`config.mk`:
```
export PLATFORM = sky130hd
export DESIGN_NAME = soft_tbm_trg_sched_flat
export DESIGN_NICKNAME = d
export VERILOG_FILES = /design/src/rtl/soft_tbm_trg_sched_if.sv /design/src/rtl/soft_tbm_trg_sched.sv /design/src/flat_wrapper.sv
export SDC_FILE = /design/constraint.sdc
export NUM_CORES = 1
export LEC_CHECK = 0
export ABC_AREA = 1
export BUFFER_PORTS_ARGS = -buffer_cell sky130_fd_sc_hd__buf_2
export CAP_MARGIN = 10
export CORE_ASPECT_RATIO = 1.1
export CORE_MARGIN = 5
export CORE_UTILIZATION = 57
export DETAILED_ROUTE_END_ITERATION = 7
export GPL_TIMING_DRIVEN = 1
export PLACE_DENSITY_LB_ADDON = 0.25
export SKIP_CTS_REPAIR_TIMING = 1
export SYNTH_ARGS = -nofsm -noshare
export SYNTH_HDL_FRONTEND = slang
export SYNTH_SLANG_ARGS = --single-unit
```
`constraint.sdc`:
```
create_clock -name clk -period 3.5 [get_ports clk]
set_clock_uncertainty 0.1 [all_clocks]
set_input_delay 0.525 -clock clk [delete_from_list [all_inputs] [get_ports clk]]
set_output_delay 0.525 -clock clk [all_outputs]
set_load 0.05 [all_outputs]
```
`src/rtl/soft_tbm_trg_sched_if.sv`:
```
// Software command port and event output bundle of the soft TBM trigger scheduler.
interface soft_tbm_trg_sched_if;
    logic       sw_valid;
    logic [4:0] sw_cmd;
    logic       sw_ready;
    logic [4:0] trg_out;
    logic [3:0] trg_pos;

    modport master (output sw_valid, sw_cmd, input sw_ready, trg_out, trg_pos);
    modport slave  (input sw_valid, sw_cmd, output sw_ready, trg_out, trg_pos);
endinterface

```
`src/rtl/soft_tbm_trg_sched.sv`:
```
// Trigger scheduler: arbitrates software, external and periodic events into one
// event vector per sync slot, enforcing a minimum gap and an optional cal->trg follow-up.
module soft_tbm_trg_sched #(
    parameter int CNTW = 16
) (
    input  logic                 clk,
    input  logic                 reset,
    input  logic                 sync,
    input  logic                 enable,
    input  logic [CNTW-1:0]      period,
    input  logic [7:0]           cal_trg_delay,
    input  logic [7:0]           min_gap,
    input  logic                 ext_trg,
    soft_tbm_trg_sched_if.slave  bus,
    output logic                 busy,
    output logic [CNTW-1:0]      lost_count
);

    typedef enum logic [1:0] {IDLE, CALW, GAP} state_t;

    state_t          state, state_nx;
    logic [7:0]      cnt, cnt_nx;
    logic            sw_pend, ext_pend, per_pend, ext_q;
    logic [4:0]      sw_buf;
    logic [CNTW-1:0] per_cnt;
    logic [4:0]      trg_p1;
    logic [3:0]      pos_p1;

    logic            emit;
    logic [4:0]      emit_vec;
    logic [3:0]      emit_pos;
    logic            take_sw, take_ext, take_per;
    logic            sw_acc, ext_edge, ext_lost, per_fire, per_lost;
    logic [1:0]      lost_inc;

    function automatic logic [CNTW-1:0] sat_add(input logic [CNTW-1:0] acc,
                                                input logic [1:0] inc);
        logic [CNTW:0] sum;
        sum = {1'b0, acc} + {{(CNTW-1){1'b0}}, inc};
        return sum[CNTW] ? {CNTW{1'b1}} : sum[CNTW-1:0];
    endfunction

    always_comb begin
        state_nx = state;
        cnt_nx   = cnt;
        emit     = 1'b0;
        emit_vec = 5'd0;
        emit_pos = 4'd0;
        take_sw  = 1'b0;
        take_ext = 1'b0;
        take_per = 1'b0;
        case (state)
            IDLE: begin
                if (sw_pend) begin
                    emit = 1'b1; emit_vec = sw_buf;   emit_pos = 4'd1; take_sw = 1'b1;
                end else if (ext_pend) begin
                    emit = 1'b1; emit_vec = 5'b00010; emit_pos = 4'd2; take_ext = 1'b1;
                end else if (per_pend) begin
                    emit = 1'b1; emit_vec = 5'b00010; emit_pos = 4'd3; take_per = 1'b1;
                end
                if (emit) begin
                    if (emit_vec[4] && cal_trg_delay != 8'd0) begin
                        state_nx = CALW;
                        cnt_nx   = cal_trg_delay;
                    end else if (min_gap != 8'd0) begin
                        state_nx = GAP;
                        cnt_nx   = min_gap;
                    end
                end
            end
            CALW: begin
                if (cnt <= 8'd1) begin
                    emit     = 1'b1;
                    emit_vec = 5'b00010;
                    emit_pos = 4'd4;
                    if (min_gap != 8'd0) begin
                        state_nx = GAP;
                        cnt_nx   = min_gap;
                    end else begin
                        state_nx = IDLE;
                    end
                end else begin
                    cnt_nx = cnt - 8'd1;
                end
            end
            GAP: begin
                if (cnt <= 8'd1) state_nx = IDLE;
                else             cnt_nx   = cnt - 8'd1;
            end
            default: state_nx = IDLE;
        endcase
    end

    // A request arriving while its flag is being consumed keeps the flag set and is not lost.
    assign sw_acc   = bus.sw_valid && !sw_pend && (bus.sw_cmd != 5'd0);
    assign ext_edge = ext_trg && !ext_q;
    assign ext_lost = enable && ext_edge && ext_pend && !take_ext;
    assign per_fire = enable && (period != '0) && (per_cnt == '0);
    assign per_lost = per_fire && per_pend && !take_per;
    assign lost_inc = {1'b0, ext_lost} + {1'b0, per_lost};

    always_ff @(posedge clk or posedge reset) begin
        if (reset) begin
            state      <= IDLE;
            cnt        <= 8'd0;
            sw_pend    <= 1'b0;
            ext_pend   <= 1'b0;
            per_pend   <= 1'b0;
            ext_q      <= 1'b0;
            per_cnt    <= '0;
            trg_p1     <= 5'd0;
            pos_p1     <= 4'd0;
            lost_count <= '0;
        end else if (sync) begin
            state  <= state_nx;
            cnt    <= cnt_nx;
            trg_p1 <= emit ? emit_vec : 5'd0;
            pos_p1 <= emit ? emit_pos : 4'd0;
            ext_q  <= ext_trg;

            if (take_sw)     sw_pend <= 1'b0;
            else if (sw_acc) sw_pend <= 1'b1;

            if (!enable)       ext_pend <= 1'b0;
            else if (ext_edge) ext_pend <= 1'b1;
            else if (take_ext) ext_pend <= 1'b0;

            if (!enable || period == '0) per_cnt <= '0;
            else if (per_cnt == '0)      per_cnt <= period - 1'b1;
            else                         per_cnt <= per_cnt - 1'b1;

            if (!enable)       per_pend <= 1'b0;
            else if (per_fire) per_pend <= 1'b1;
            else if (take_per) per_pend <= 1'b0;

            lost_count <= sat_add(lost_count, lost_inc);
        end
    end

    // Command payload is only meaningful while sw_pend is set, so it needs no reset.
    always_ff @(posedge clk) begin
        if (sync && sw_acc) sw_buf <= bus.sw_cmd;
    end

    assign bus.sw_ready = !sw_pend;
    assign bus.trg_out  = trg_p1;
    assign bus.trg_pos  = pos_p1;
    assign busy         = (state != IDLE) || sw_pend || ext_pend || per_pend;

endmodule

```
`src/flat_wrapper.sv`:
```
// flat-port wrapper written by rule: the top's interface ports become plain ports
module soft_tbm_trg_sched_flat 
#(
    parameter int CNTW = 16
)
  (clk, reset, sync, enable, period, cal_trg_delay, min_gap, ext_trg, busy, lost_count, bus_sw_valid, bus_sw_cmd, bus_sw_ready, bus_trg_out, bus_trg_pos);
  soft_tbm_trg_sched_if bus_i ();
  input  logic clk;
  input  logic reset;
  input  logic sync;
  input  logic enable;
  input  logic [CNTW-1:0] period;
  input  logic [7:0] cal_trg_delay;
  input  logic [7:0] min_gap;
  input  logic ext_trg;
  output logic busy;
  output logic [CNTW-1:0] lost_count;
  input wire logic [$bits(bus_i.sw_valid)-1:0] bus_sw_valid;
  input wire logic [$bits(bus_i.sw_cmd)-1:0] bus_sw_cmd;
  output wire logic [$bits(bus_i.sw_ready)-1:0] bus_sw_ready;
  output wire logic [$bits(bus_i.trg_out)-1:0] bus_trg_out;
  output wire logic [$bits(bus_i.trg_pos)-1:0] bus_trg_pos;
  assign bus_i.sw_valid = bus_sw_valid;
  assign bus_i.sw_cmd = bus_sw_cmd;
  assign bus_sw_ready = bus_i.sw_ready;
  assign bus_trg_out = bus_i.trg_out;
  assign bus_trg_pos = bus_i.trg_pos;
  soft_tbm_trg_sched #(.CNTW(CNTW)) u_core (.clk(clk), .reset(reset), .sync(sync), .enable(enable), .period(period), .cal_trg_delay(cal_trg_delay), .min_gap(min_gap), .ext_trg(ext_trg), .bus(bus_i), .busy(busy), .lost_count(lost_count));
endmodule
```
==> results of run 1 <==
cell type report:
cell class	instances	share of cell area (%)
Clock inverter	4	1.08
Clock buffer	12	3.36
Tap cell	85	2.30
Inverter	80	6.50
Sequential cell	59	32.5
Multi-Input combinational cell	428	45.9
Timing Repair Buffer	74	8.34
worst paths after layout:
kind	from	endpoint	slack (ns)	depth (start not counted)
setup / recovery	u_core.per_cnt[3]$_DFFE_PP0P_	u_core.lost_count[14]$_DFFE_PP0P_	0.37	19
hold / removal	reset	u_core.per_cnt[15]$_DFFE_PP0P_	0.20	2
setup reg to reg	u_core.per_cnt[3]$_DFFE_PP0P_	u_core.lost_count[14]$_DFFE_PP0P_	0.37	19
hold reg to reg	u_core.sw_buf[2]$_DFFE_PP_	u_core.bus.trg_out[2]$_DFFE_PP0P_	0.37	1
max in group asynchronous	reset	u_core.per_cnt[7]$_DFFE_PP0P_	2.35	3
min in group clk	bus_sw_cmd[1]	u_core.sw_buf[1]$_DFFE_PP_	0.27	1
layer usage:
metal	track usage [%]	wire length [µm]	share of wire, %
met5	0	0	0
met4	9.05	178	1.8
met3	5.32	660	6.9
met2	37.6	4590	48
met1	28.6	4210	44
worst max-delay path, stage by stage (launching register included):
cell     delay [ns]
dfrtp_1        0.38
nor2_1         0.12
nand2_1        0.11
nor2_4         0.13
nand2_1        0.07
nor3_1         0.25
nand3_1        0.13
fa_1           0.37
inv_1          0.09
ha_1           0.19
nand2_2        0.09
nor2_4         0.13
nand3_1        0.11
nor2_2         0.15
nand3_1        0.12
nor2_2         0.13
nand3_1        0.11
nor2_2         0.12
nor2_1         0.05
a21oi_1        0.11
state kept, by name, indices dropped and copies added (netlist names):
signal / flops
u_core.sw_pend: 1
u_core.bus.trg_pos: 3
u_core.lost_count: 16
u_core.ext_pend: 1
u_core.per_pend: 1
u_core.sw_buf: 5
u_core.bus.trg_out: 5
u_core.per_cnt: 16
u_core.cnt: 8
u_core.state: 2
u_core.ext_q: 1
logic make-up after synthesis:
logic type	Yosys count	share of synthesized area (%)
and+or+nand+nor	329	36.0
adders and majority gates	9	3.00
buffers and inverters	95	9.76
other	1	0.0937
xor gates and xnor gates	10	2.19
DFF	59	37.5
AOI/OAI and AO/OA	79	11.4
layout by cell type (no fill, tap or decap), types with 2 or more instances in the layout:
cell / instances
buf_2: 68
nor3_1: 6
a21oi_1: 19
a22o_1: 4
nand3b_1: 2
o211ai_1: 8
o21ai_0: 27
clkinvlp_4: 2
nand3_4: 2
nand2_1: 169
inv_1: 77
o21ai_1: 5
o22ai_1: 11
xor2_1: 7
nor4_1: 3
ha_1: 8
inv_2: 2
dfrtp_1: 54
nand4_1: 6
nor2_1: 65
nor2_2: 6
nand2_2: 2
buf_4: 6
edfxtp_1: 5
nor2_4: 4
clkbuf_8: 11
xnor2_1: 3
nand3_1: 59
power groups by stage:
stage	registers [mW]	clock network, mW	logic (mW)
6_report	1.05	0.632	2.56
4_1_cts	1.05	0.646	2.55
3_3_place_gp	1.05	0	2.48
2_1_floorplan	1.19	0	1.93
3_5_place_dp	1.05	0	2.53
5_1_grt	1.08	0.678	2.91
per-stage QoR:
stage          instance area [µm²]  utilization, %  total power, mW
3_3_place_gp                  4400            63.6             3.53
4_1_cts                       4610            66.5             4.24
3_5_place_dp                  4400            63.6             3.59
5_1_grt                       4620            66.7             4.67
2_1_floorplan                 4000               -             3.12
6_report                      4620            66.7             4.24
==> results.md, run 1 <==
- Status: completed
- Die span in y: 97.9 µm
- Slew @ Worst Pin: 0.841 ns
- Comb pwr share: 60.4%
- Synth Cell Area: 4000 µm²
- WS Path Type: flip-flop to flip-flop
- P per Cell Area: 919 nW/µm²
- Vias in the first global route: 3,872
- Syn_nets: 634
- Fin cells: 742
- YS warnings: 0
- Clock Sink Count: 59
- Cell taking the most area after synthesis: dfrtp_1
- Flip-flop and latch area: 1500 µm²
- Max Slew Vio Count: 0
- Placed Cells: 726
- Layout overhead on the synthesized area: 15.4%
- VDD IR max: 0.857 mV
- Top FF cell, synth: dfrtp_1
- Critical Path End Type: flip-flop
- # setup viols final: 0
- Drt total wl: 9630 µm
- ANT cells: 0
- Top cell type's share of synthesized area: 33.8%
- Fill cell count: 613
- CP Launch Type: flip-flop
- Remaining antenna violation count: 0
- Initial Utilization: 57.8%
- Tmin final: 3.13 ns
- Nets@finish: 704
- Sw power: 2.19 mW
- Flop pwr share: 24.8%
- EDFF count, synth: 5
- Count leader, synth: nand2_1
- Clock share of power: 14.9%
- Post-synthesis instance total: 582
- Top post-synthesis cells by area: dfrtp_1, nand2_1, nand3_1
- GR Overflow Total: 0
- Vias: 3,947
- Global-route wire length before repair: 17,000 µm
- Die X: 89.9 µm
- Share of layout cells above drive strength 1: 16.4%
- CTS tree: done
- Initial drt markers: 239
- Worst Path Max Fanout: 3
- Die area: 8800 µm²
- Final-report hold violation count: 0
- Hpwl dp: 7250 µm
- CTS root buf: clkbuf_8
- Worst Hold Class: input pin to asynchronous set/reset pin
- DR pass1 iterations: 5
- RSZ-0062 raised after global routing: no
- Unique masters post-synth: 42
- IO buf count: 68
- IO Pins: 70
- Switching part of the total: 51.7%
- Synth Area per Inst: 6.88 µm²
- Num CTS Buffers: 9
- Pleak: 2.47 nW
- Post-DR vias/cell: 5.32
- Asr flop ratio synth: 91.5%
- Place WS: 0.206 ns
- Hold WS: 0.201 ns
- Core area: 6930 µm²
- Cell Rows: 32
- Clock transition at path regs: 0.07 ns
- Final WS setup: 0.373 ns
- Pin count of the biggest net entering global routing: 35
- Synth Register Bits: 59
- DRC: 0
- Max_cap viols: 0
- Post-synth top cells: nand2_1, inv_1, nor2_1
- Cell internal pwr: 2.05 mW
- H-tree Lvls: 3
- Critical Path RT: 3.67 ns
- Antenna violations before repair: 0
- Final GP Congestion: 0.904
- Max Root-Sink Buffers: 2
- Fmax: 0.320 GHz
- Total negative setup slack: 0 ns
- Multi-input gate area: 2120 µm²
- Post-synthesis sequential area ratio: 37.5%
- Clock Latency Late Sink: 0.34 ns
- Slew Limit Headroom: 43.6%
- WL/cell: 13.0 µm
- Worst Path Arrival: 3.30 ns
- Final period util: 89.3%
- Overall routing resource usage: 22.7%
Note: power is estimated with default switching activity, not from simulation.
==> run 2, diff against run 1 <==
Settings changed: CAP_MARGIN 10 to 20, PLACE_DENSITY set to 0.81, PLACE_DENSITY_LB_ADDON 0.25 to not set.
==> run 2 against run 1 <==
Flip-flop and latch count unchanged. Final cell count up 0.13%. Cell area increased by 0.62%. Register-to-register slack better by 0.03 ns. Power up 1.4%. Sequential share of layout area down 0.20 points. Critical path type unchanged. Largest power group unchanged.
==> results.md, run 2 (same netlist as run 1, synthesis figures left out) <==
- RSZ-0062 raised after global routing: no
- Initial drt markers: 199
- Critical Path End Type: flip-flop
- Max Root-Sink Buffers: 2
- Drt total wl: 9330 µm
- # setup viols final: 0
- CTS tree: done
- Vias in the first global route: 3,747
- Clock Latency Late Sink: 0.34 ns
- Die X: 89.9 µm
- Antenna violations before repair: 0
- Worst Path Max Fanout: 4
- Nets@finish: 705
- Pin count of the biggest net entering global routing: 39
- Clock Sink Count: 59
- Layout overhead on the synthesized area: 16.1%
- Largest stage delay, worst path: 0.37 ns
- WL/cell: 12.6 µm
- Fmax: 0.323 GHz
- Pleak: 2.49 nW
- Slowest CP cell: dfrtp_1
- IO buf count: 68
- Commonest non-fill, non-tap cell in the layout: nand2_1
- CP bufs+invs: 6
- Hpwl dp: 7110 µm
- Cell mode on critical path: inv_1
- Die span in y: 97.9 µm
- Flop pwr share: 24.4%
- CTS root buf: clkbuf_8
- Remaining antenna violation count: 0
- Biggest regs: u_core.lost_count (16), u_core.per_cnt (16), u_core.cnt (8)
- ANT cells: 0
- Max Slew Vio Count: 0
- Cell Rows: 32
- VDD IR max: 0.789 mV
- Global-route wire length before repair: 16,700 µm
- Cell internal pwr: 2.13 mW
- Post-DR vias/cell: 5.28
- Clock transition at path regs: 0.07 ns
- Cell-by-cell trace of the critical path: inv_1 > ha_1 > inv_1 > nor2_1 > inv_1 > nor2_1 > inv_1 > nand3_1 > fa_1 > inv_1 > nand3_1 > nor3b_2 > nand3_1 > nor2_1 > nand3_1 > clkinv_1 > nand2_1 > a21boi_1 > o21ai_1
- Core area: 6930 µm²
- CP top delay family: simple AND/OR/NAND/NOR gates
- Final WS setup: 0.405 ns
- Die area: 8800 µm²
- Num CTS Buffers: 9
- Vias: 3,925
- CP Launch Type: flip-flop
- H-tree Lvls: 3
- Final GP Congestion: 0.884
- Overall routing resource usage: 22.3%
- IO Pins: 70
- Final-report hold violation count: 0
- Comb pwr share: 59.2%
- DRC: 0
- P per Cell Area: 926 nW/µm²
- Max_cap viols: 0
- Switching part of the total: 50.6%
- Total negative setup slack: 0 ns
- Status: completed
- Clock share of power: 16.4%
- Most frequent cells in the layout: nand2_1, inv_1, buf_2
- GR Overflow Total: 0
- Share of layout cells above drive strength 1: 16.4%
- Worst Hold Class: input pin to asynchronous set/reset pin
- Tmin final: 3.09 ns
- Sw power: 2.18 mW
- WS Path Type: flip-flop to flip-flop
- DR pass1 iterations: 5
- Critical Path RT: 3.63 ns
- Final period util: 88.4%
- Initial Utilization: 57.8%
- Place WS: 0.287 ns
- Worst Path Arrival: 3.22 ns
- Slew Limit Headroom: 43.8%
- Slew @ Worst Pin: 0.839 ns
run 2: per-layer routing:
layer / vias up / part of all wire [%] / track usage (%)
met3: 19 / 6.2 / 4.78
met5: - / 0 / 0
met2: 128 / 46 / 36.9
li1: 2022 / - / -
met1: 1756 / 46 / 29.0
met4: 0 / 1.9 / 7.56
run 2: metrics by stage:
step           total power [mW]  cells  hold slack, ns  area (µm²)  utilization, %
6_report                   4.30    743           0.228        4650            67.1
5_1_grt                    4.74    743           0.262        4650            67.1
4_1_cts                    4.31    742           0.254        4630            66.9
3_5_place_dp               3.59    726           0.364        4400            63.6
3_3_place_gp               3.52    726           0.345        4400            63.6
2_1_floorplan              3.12    582           0.343        4000               -
run 2: path summary, 6_finish.rpt:
path,from,endpoint,slack [ns],cells after the start
worst max-delay path,u_core.state[0]$_DFFE_PP0P_,u_core.lost_count[15]$_DFFE_PP0P_,0.41,19
worst min-delay path,reset,u_core.lost_count[14]$_DFFE_PP0P_,0.23,2
worst max register to register,u_core.state[0]$_DFFE_PP0P_,u_core.lost_count[15]$_DFFE_PP0P_,0.41,19
worst min register to register,u_core.sw_buf[0]$_DFFE_PP_,u_core.bus.trg_out[0]$_DFFE_PP0P_,0.37,1
max in group asynchronous,reset,u_core.per_cnt[4]$_DFFE_PP0P_,2.35,3
min in group clk,bus_sw_cmd[2],u_core.sw_buf[2]$_DFFE_PP_,0.27,1
run 2: power by group through the flow:
stage                     Sequential, mW  Combinational (mW)  Clock (mW)
after CTS                           1.05                2.54       0.721
after floorplan                     1.19                1.93           0
after global routing                1.07                2.92       0.751
after global placement              1.05                2.48           0
final                               1.05                2.55       0.704
after detailed placement            1.05                2.53           0
run 2: cell type report:
type	count	area [µm²]
fillers	613	2280
multi-input cells	428	2120
flip-flops and latches	59	1500
repair buffers	75	393
inverters	80	300
clock buffers	12	155
well taps	85	106
clock inverters	4	73.8
==> run 3, diff against run 2 <==
Settings changed: ABC_AREA 1 to not set, CELL_PAD_IN_SITES_DETAIL_PLACEMENT set to 1, CELL_PAD_IN_SITES_GLOBAL_PLACEMENT set to 1, CORE_UTILIZATION 57 to 42, PLACE_DENSITY 0.81 to not set, PLACE_DENSITY_LB_ADDON set to 0.1.
==> run 3 against run 2 <==
Synthesized cell count is 23% lower. Fmax is 2.8% lower. First-iteration DRC count is 27% lower. Largest cell class unchanged. Largest power group unchanged.
==> results.md, run 3 <==
- Syn_nets: 499
- # setup viols final: 0
- Comb pwr share: 49.6%
- Clock Latency Late Sink: 0.34 ns
- Nets@finish: 568
- Synth Register Bits: 59
- CP bufs+invs: 1
- DR pass1 iterations: 4
- Status: completed
- EDFF count, synth: 5
- Count leader, synth: dfrtp_1
- Switching part of the total: 46.9%
- IO buf count: 68
- Critical Path RT: 3.66 ns
- H-tree Lvls: 3
- Core area: 9210 µm²
- WL/cell: 19.4 µm
- Pin count of the biggest net entering global routing: 29
- Cell Rows: 37
- Biggest regs: u_core.lost_count (16), u_core.per_cnt (16), u_core.cnt (8)
- Cell internal pwr: 1.81 mW
- Top post-synthesis cells by area: dfrtp_1, nand2_1, edfxtp_1
- P per Cell Area: 741 nW/µm²
- CTS root buf: clkbuf_8
- Vias: 3,932
- Initial Utilization: 42.5%
- Layout overhead on the synthesized area: 17.6%
- Pleak: 2.14 nW
- Post-synthesis sequential area ratio: 38.4%
- Vias in the first global route: 4,093
- Tmin final: 3.18 ns
- Cell-by-cell trace of the critical path: nor3_1 > nand2_1 > nor3_4 > o2111ai_1 > fa_1 > inv_1 > ha_1 > nand3_1 > or3_1 > nand2_1
- Largest stage delay, worst path: 0.48 ns
- Overall routing resource usage: 22.3%
- VDD IR max: 0.377 mV
- Slew @ Worst Pin: 0.960 ns
- Max Slew Vio Count: 0
- Total negative setup slack: 0 ns
- CP Launch Type: flip-flop
- Commonest non-fill, non-tap cell in the layout: buf_2
- Clock transition at path regs: 0.08 ns
- Worst Path Arrival: 3.35 ns
- Fill cell count: 1,124
- Die span in y: 111 µm
- GR Overflow Total: 0
- Fmax: 0.314 GHz
- Final-report hold violation count: 0
- Global-route wire length before repair: 20,300 µm
- Synth Area per Inst: 8.76 µm²
- Worst Path Max Fanout: 9
- Num CTS Buffers: 9
- Critical Path End Type: flip-flop
- Top cell type's share of synthesized area: 34.5%
- Most frequent cells in the layout: buf_2, dfrtp_1, nand2_1
- Slowest CP cell: or3_1
- Final GP Congestion: 0.810
- DRC: 0
- Synth Cell Area: 3910 µm²
- CP top delay family: simple AND/OR/NAND/NOR gates
- Top FF cell, synth: dfrtp_1
- Place WS: 0.0997 ns
- Hpwl dp: 9350 µm
- Antenna violations before repair: 0
- CTS tree: done
- Drt total wl: 12,400 µm
- Cell mode on critical path: nand2_1
- Share of layout cells above drive strength 1: 22.3%
- WS Path Type: flip-flop to flip-flop
- Unique masters post-synth: 70
- Remaining antenna violation count: 0
- Slew Limit Headroom: 35.5%
- RSZ-0062 raised after global routing: no
- Asr flop ratio synth: 91.5%
- Die area: 11,400 µm²
- Cell taking the most area after synthesis: dfrtp_1
- Clock share of power: 18.9%
- Initial drt markers: 145
- ANT cells: 0
- Max Root-Sink Buffers: 2
- YS warnings: 0
- Final WS setup: 0.315 ns
- Post-synthesis instance total: 447
- Sw power: 1.60 mW
- Clock Sink Count: 59
- Worst Hold Class: input pin to asynchronous set/reset pin
- IO Pins: 70
- Final period util: 91.0%
- Post-DR vias/cell: 6.16
- Post-synth top cells: dfrtp_1, nand2_1, nor2_1
- Max_cap viols: 0
- Flop pwr share: 31.5%
- Die X: 102 µm
==> run 3: cell count changes in the layout (fill, tap and decap cells not counted), sizes merged, moves of 8 or more <==
cell,previous run,this run
and3,0,10
nor4,3,12
or3,1,16
a31oi,1,9
inv,79,16
nor2,75,28
a211o,0,12
nand2,172,50
o22ai,11,0
nand3,61,22
==> run 3: cell type report <==
cell class	instances	area, µm²	share of cell area (%)
multi-input cells	350	2260	49.1
repair buffers	81	438	9.51
clock buffers	9	124	2.69
inverters	15	56.3	1.22
clock inverters	7	76.3	1.66
well taps	117	146	3.18
flip-flops and latches	59	1500	32.6
==> run 3: kinds of logic (layout without fill, tap and decap cells) <==
group	count (synthesis)	in the layout	synth area share [%]
buf+inv	38	112	4.06
mux	9	9	2.43
simple gates	179	179	23.7
flops	59	59	38.4
other cells	1	1	0.0958
compound gates	141	141	25.9
fa+ha+maj	9	9	3.07
xor+xnor	11	11	2.46
==> run 3: per-stage QoR <==
stage	power, mW	hold slack, ns	std cells	instance area, µm²	util, %
2_1_floorplan	2.24	0.381	447	3910	-
3_3_place_gp	2.69	0.364	622	4400	47.7
3_5_place_dp	2.75	0.374	622	4400	47.7
4_1_cts	3.41	0.154	638	4600	49.9
5_1_grt	3.66	0.184	638	4600	50.0
6_report	3.41	0.162	638	4600	50.0
==> run 3: worst paths after layout <==
| check | start | end | slack (ns) | cells after the start |
|---|---|---|---|---|
| min in group clk | bus_sw_cmd[1] | u_core.sw_buf[1]$_DFFE_PP_ | 0.28 | 1 |
| max | u_core.per_cnt[9]$_DFFE_PP0P_ | u_core.lost_count[0]$_DFFE_PP0P_ | 0.32 | 10 |
| min reg2reg | u_core.bus.trg_out[2]$_DFFE_PP0P_ | u_core.bus.trg_out[2]$_DFFE_PP0P_ | 0.39 | 1 |
| max reg2reg | u_core.per_cnt[9]$_DFFE_PP0P_ | u_core.lost_count[0]$_DFFE_PP0P_ | 0.32 | 10 |
| min | reset | u_core.lost_count[14]$_DFFE_PP0P_ | 0.16 | 2 |
| max in group asynchronous | reset | u_core.per_cnt[5]$_DFFE_PP0P_ | 2.31 | 3 |
==> run 3: metal layers <==
layer	wire length, µm	up-vias	GRT usage (%)
li1	-	1837	-
met4	128	0	6.82
met3	630	12	3.90
met5	0	-	0
met1	5630	1985	30.2
met2	6010	98	35.8
==> run 3: power by group through the flow <==
stage	combinational, mW	sequential, mW	clock, mW
CTS	1.67	1.07	0.669
global route	1.86	1.10	0.697
detailed placement	1.67	1.08	0
finish	1.69	1.07	0.644
floorplan	1.11	1.13	0
global placement	1.61	1.07	0
